**config.mk**
```make
export PLATFORM = sky130hd
export DESIGN_NAME = uart_rgb_loader
export DESIGN_NICKNAME = d
export VERILOG_FILES = /design/src/rtl/uart_rgb_loader.sv
export SDC_FILE = /design/constraint.sdc
export NUM_CORES = 1
export LEC_CHECK = 0
export CORE_MARGIN = 3
export CORE_UTILIZATION = 30
export DETAILED_ROUTE_END_ITERATION = 6
export PLACE_DENSITY_LB_ADDON = 0.25
export SYNTH_ARGS = -nofsm -noshare
export SYNTH_HDL_FRONTEND = slang
export SYNTH_SLANG_ARGS = --single-unit
```
**constraint.sdc**
```tcl
create_clock -name Clock_50 -period 3.15 [get_ports Clock_50]
set_input_delay 0.315 -clock Clock_50 [delete_from_list [all_inputs] [get_ports Clock_50]]
set_output_delay 0.315 -clock Clock_50 [all_outputs]
set_load 0.02 [all_outputs]
```
**src/rtl/uart_rgb_loader.sv**
```systemverilog
// Packs a raster-order R,G,B UART byte stream into 16-bit SRAM words laid out as
// red interleaved pairs plus even/odd green and blue planes for the VGA fetch stage.
module uart_rgb_loader #(
    parameter int          NUM_PIXEL_GROUPS  = 19200,
    parameter logic [17:0] GREEN_EVEN_OFFSET = 18'd38400,
    parameter logic [17:0] GREEN_ODD_OFFSET  = 18'd57600,
    parameter logic [17:0] BLUE_EVEN_OFFSET  = 18'd76800,
    parameter logic [17:0] BLUE_ODD_OFFSET   = 18'd96000
) (
    input  logic        Clock_50,
    input  logic        Reset,
    input  logic        Start,
    input  logic [7:0]  UART_rx_data,
    input  logic        UART_rx_valid,
    output logic [17:0] SRAM_address,
    output logic [15:0] SRAM_write_data,
    output logic        SRAM_we_n,
    output logic        Busy,
    output logic        Done,
    output logic [14:0] group_count
);

    localparam logic [14:0] LAST_GROUP = 15'(NUM_PIXEL_GROUPS - 1);

    typedef enum logic [1:0] {S_IDLE, S_LOADING, S_DONE} state_t;

    state_t             r_state;
    state_t             w_state_nxt;
    logic [3:0]         r_byte_idx;
    logic [10:0][7:0]   r_cap;
    logic [5:0][15:0]   r_hold;
    logic               r_wr_active;
    logic [2:0]         r_w;
    logic [14:0]        r_group_count;
    logic [17:0]        r_addr;
    logic [15:0]        r_data;
    logic               r_we_n;

    logic [17:0]        w_k;
    logic [17:0]        w_wr_addr;
    logic [15:0]        w_wr_data;
    logic               w_last_write;
    logic               w_final_write;
    logic               w_byte_in;

    assign w_k           = {3'b000, r_group_count};
    assign w_last_write  = r_wr_active && (r_w == 3'd5);
    assign w_final_write = w_last_write && (r_group_count == LAST_GROUP);
    assign w_byte_in     = (r_state == S_LOADING) && UART_rx_valid;

    always_ff @(posedge Clock_50) begin
        if (Reset) r_state <= S_IDLE;
        else       r_state <= w_state_nxt;
    end

    always_comb begin
        w_state_nxt = r_state;
        if (Start)
            w_state_nxt = S_LOADING;
        else if (r_state == S_LOADING && w_final_write)
            w_state_nxt = S_DONE;
    end

    // Write order within a burst: green-even, blue-even, green-odd, blue-odd, red pair 0, red pair 1
    always_comb begin
        w_wr_addr = '0;
        w_wr_data = '0;
        case (r_w)
            3'd0: begin w_wr_addr = GREEN_EVEN_OFFSET + w_k; w_wr_data = r_hold[0]; end
            3'd1: begin w_wr_addr = BLUE_EVEN_OFFSET + w_k;  w_wr_data = r_hold[1]; end
            3'd2: begin w_wr_addr = GREEN_ODD_OFFSET + w_k;  w_wr_data = r_hold[2]; end
            3'd3: begin w_wr_addr = BLUE_ODD_OFFSET + w_k;   w_wr_data = r_hold[3]; end
            3'd4: begin w_wr_addr = {w_k[16:0], 1'b0};       w_wr_data = r_hold[4]; end
            default: begin w_wr_addr = {w_k[16:0], 1'b1};    w_wr_data = r_hold[5]; end
        endcase
    end

    always_ff @(posedge Clock_50) begin
        if (Reset) begin
            r_byte_idx    <= '0;
            r_cap         <= '0;
            r_hold        <= '0;
            r_wr_active   <= 1'b0;
            r_w           <= '0;
            r_group_count <= '0;
            r_addr        <= '0;
            r_data        <= '0;
            r_we_n        <= 1'b1;
        end else if (Start) begin
            r_byte_idx    <= '0;
            r_wr_active   <= 1'b0;
            r_w           <= '0;
            r_group_count <= '0;
            r_we_n        <= 1'b1;
        end else begin
            if (r_wr_active) begin
                r_addr <= w_wr_addr;
                r_data <= w_wr_data;
                r_we_n <= 1'b0;
                if (w_last_write) begin
                    r_wr_active   <= 1'b0;
                    r_group_count <= r_group_count + 15'd1;
                end else begin
                    r_w <= r_w + 3'd1;
                end
            end else begin
                r_we_n <= 1'b1;
            end

            // Slots: R0 G0 B0 R1 G1 B1 R2 G2 B2 R3 G3; B3 is the byte arriving now
            if (w_byte_in) begin
                if (r_byte_idx == 4'd11) begin
                    r_hold[0]   <= {r_cap[1], r_cap[7]};
                    r_hold[1]   <= {r_cap[2], r_cap[8]};
                    r_hold[2]   <= {r_cap[4], r_cap[10]};
                    r_hold[3]   <= {r_cap[5], UART_rx_data};
                    r_hold[4]   <= {r_cap[0], r_cap[3]};
                    r_hold[5]   <= {r_cap[6], r_cap[9]};
                    r_wr_active <= 1'b1;
                    r_w         <= '0;
                    r_byte_idx  <= '0;
                end else begin
                    r_cap[r_byte_idx] <= UART_rx_data;
                    r_byte_idx        <= r_byte_idx + 4'd1;
                end
            end
        end
    end

    assign SRAM_address    = r_addr;
    assign SRAM_write_data = r_data;
    assign SRAM_we_n       = r_we_n;
    assign Busy            = (r_state == S_LOADING);
    assign Done            = (r_state == S_DONE);
    assign group_count     = r_group_count;

endmodule

```
==> results.md <==
- Slew Limit Fails: 0
- Setup Fix Bufs, Post-CTS: 0
- Drt pass-1 iters: 5
- Xor-xnor portion of the synthesized cell area: 0.0162
- CP max stage cell: ha_1
- Fill cells: around 3500
- Post-synth top flop: dfxtp_1
- Routed WL: 29.1 mm
- CP max stage delay: between 0.3 and 0.4 ns
- Top-area cell type share of the netlist area: 0.473
- Area Overhead vs Synth: 17.0%
- Avg Vias per Cell: 4.95
- Final hold vios: 0
- Asr flop ratio synth: 0
- Critical path class: reg -> reg
- Post-route minimum period: 2.42 ns
- Vias in the first global route: about 8000
- Root Driver: clkbuf_16
- #FFs+latches synth: 243
- Num CTS Buffers: 25
- Fin nets: 1276
- Place WS: 0.561 ns
- Total grt overflow: 0
- I/O Buffers: 62
- Synthesized area per cell: between 8 and 9 um^2
- Post-synth EDFFs: 0
- Delay-heaviest family, CP: buffers and inverters
- Register area: between 4000 and 5000 um^2
- Crit path required time: 3.57 ns
- Startpoint types: flop
- Clk_lat worst skew: roughly 0.54 ns
- Worst-Margin Slew: approximately 0.99 ns
- Die X: roughly 190 um
- Top cells by area, synth: dfxtp_1, nand2_1, mux2i_1
- Compound-Gate Fraction of Synth Area: 0.164
- Die Area: 36600 um^2
- Multi-input logic area: 4880 um^2
- # rows: 67
- Adder-cell share of the synthesized area: 0.0255
- Crit path buf inv count: 2
- First DRT Iteration DRCs: 657
- RSZ-0062 raised after global routing: false
- Worst-path fanout max: 17
- Clock skew: 0.0163 ns
- # hold bufs at CTS: 0
- Main combinational cell family by area after synthesis: simple AND/OR/NAND/NOR gates
- Core area: 33700 um^2
- GRT Total Usage: 0.156
- Max IR drop VDD: approximately 0.41 mV
- Reg clk slew, reported paths: 0.06 ns
- FMAX: 0.413 GHz
- Net Count, Synth: between 1000 and 1500
- Syn Std Cell Area: 10300 um^2
- CP Cell Sequence: ha_1, ha_1, buf_4, nor3_2, buf_4, nor2_1, a22o_1
- Number of library cell types mapped by synthesis: 58
- Antenna-violating nets left: 0
- Layout cell share with drive strength beyond 1: 0.0690
- Setup crit end kind: flop
- Final Cycle Share: 0.768
- Simple-gate share of the synthesized area: 0.196
- Leakage Power: 4.19 nW
- CTS tree: built
- Final WS setup: 0.730 ns
- Max-Cap Viols: 0
- Pwr/cell area: 514 nW/um^2
- Top Ports: 64
- Commonest non-fill, non-tap cell in the layout: nand2_1
- Initial antenna violation count: 0
- CTS Sinks: approximately 240
- Cells after Synth: 1231
- H-Tree Depth: 1
- DR vias: roughly 8500
- GP Congestion: 0.813
- Ys Warns: 0
- DRC errors left: 0
- Post-synthesis sequential area ratio: 0.473
- Antenna cells: 0
- First-pass GRT wire length: 46.0 mm
- Status: complete, no violations
- Starting Density: 0.305
- HPWL after detailed placement: 18.4 mm
- Most frequent cells in the layout: nand2_1, dfxtp_1, a21oi_1
- CTS max path bufs: 3
- WP data arrival: 2.84 ns
- DR WL/cell: 17.0 um
- PostCTS Resize Cnt: 0
- Die H: approximately 190 um
- Largest net degree at the start of global routing: 200
- Area leader, netlist: dfxtp_1
- Final Setup Violations: 0
- Rel. slew slack: 0.340
- Total negative slack: 0 ns
- Pwr Total: 6.19 mW
- HP Class: in -> reg
- Mux contribution to synthesized area: 0.0700
## per-layer routing
metal | vias to the layer above | GRT usage | part of all wire
met1 | 4016 | 0.216 | 0.48
met4 | 0 | 0.0353 | 0.017
met5 | - | 0 | 0
li1 | 4228 | - | -
met2 | 186 | 0.258 | 0.46
met3 | 37 | 0.0248 | 0.048
## final timing paths
kind / from / endpoint / slack, ns / cells after the start
max: r_w[0]$_SDFF_PP0_ / SRAM_address[15]$_SDFFE_PP0P_ / 0.73 / 7
min: Reset / r_state[0]$_SDFFE_PP0P_ / 0.37 / 3
max reg2reg: r_w[0]$_SDFF_PP0_ / SRAM_address[15]$_SDFFE_PP0P_ / 0.73 / 7
min reg2reg: r_cap[56]$_SDFFE_PP0P_ / r_hold[0]$_SDFFE_PP0P_ / 0.45 / 2
## cell usage after synthesis (2+ instances only)
master / number
a211oi_1: 9
a21oi_1: 138
a221oi_1: 35
a22o_1: 3
a22oi_1: 4
a311oi_1: 3
a31oi_1: 3
and3_1: 2
buf_1: 4
buf_2: 28
buf_4: 8
buf_6: 5
clkbuf_1: 59
dfxtp_1: 243
ha_1: 21
inv_1: 18
mux2i_1: 72
nand2_1: 259
nand2_2: 3
nand2b_1: 4
nand3_1: 46
nand3_2: 2
nand4_1: 7
nor2_1: 126
nor2b_1: 14
nor3_1: 6
nor4_1: 4
o211ai_1: 18
o21ai_0: 35
o221a_2: 3
o221ai_1: 2
o22ai_1: 2
o2bb2ai_1: 2
or2_2: 2
xnor2_1: 11
xor2_1: 8
## layout make-up
type,count,area share
clock buffer,33,0.0578
clock inverter,12,0.0104
inverter,18,0.00561
multi-input combinational,866,0.405
sequential,243,0.404
tap,448,0.0465
timing repair buffer,89,0.0705
## stage by stage
stage / utilization / hold slack (ns) / instance area (um^2) / instances
6_report: 0.357 / 0.367 / 12000 / 1709
3_3_place_gp: 0.333 / 0.435 / 11200 / 1664
5_1_grt: 0.357 / 0.448 / 12000 / 1709
4_1_cts: 0.357 / 0.400 / 12000 / 1709
2_1_floorplan: - / 0.431 / 10300 / 1231
3_5_place_dp: 0.333 / 0.442 / 11200 / 1664
## flip-flops by register name, indices dropped and copies added (netlist names)
name	count
r_w	3
group_count	15
r_byte_idx	4
SRAM_write_data	16
SRAM_address	17
r_hold	96
SRAM_we_n	1
r_wr_active	1
r_state	2
r_cap	88
## logic make-up after synthesis
family,count (synthesis)
xor gates and xnor gates,19
and+or+nand+nor,482
buffers and inverters,122
AOI/OAI and AO/OA,271
other,1
DFF,243
adders and majority gates,21
muxes,72
## tightest hold or removal path, cell delays in order
cell and delay (ns):
buf_6 0.11, buf_12 0.23, nor2_1 0.17
## power breakdown
| group | leakage [nW] | switching [mW] | internal, mW | total [mW] |
|---|---|---|---|---|
| combinational | 1.82 | 0.104 | 0.0313 | 0.136 |
| clock | 0.415 | 1.25 | 1.72 | 2.97 |
| sequential | 1.96 | 0.00301 | 3.08 | 3.08 |
| total | 4.19 | 1.36 | 4.83 | 6.19 |
Power figures use the tool's default switching activity.
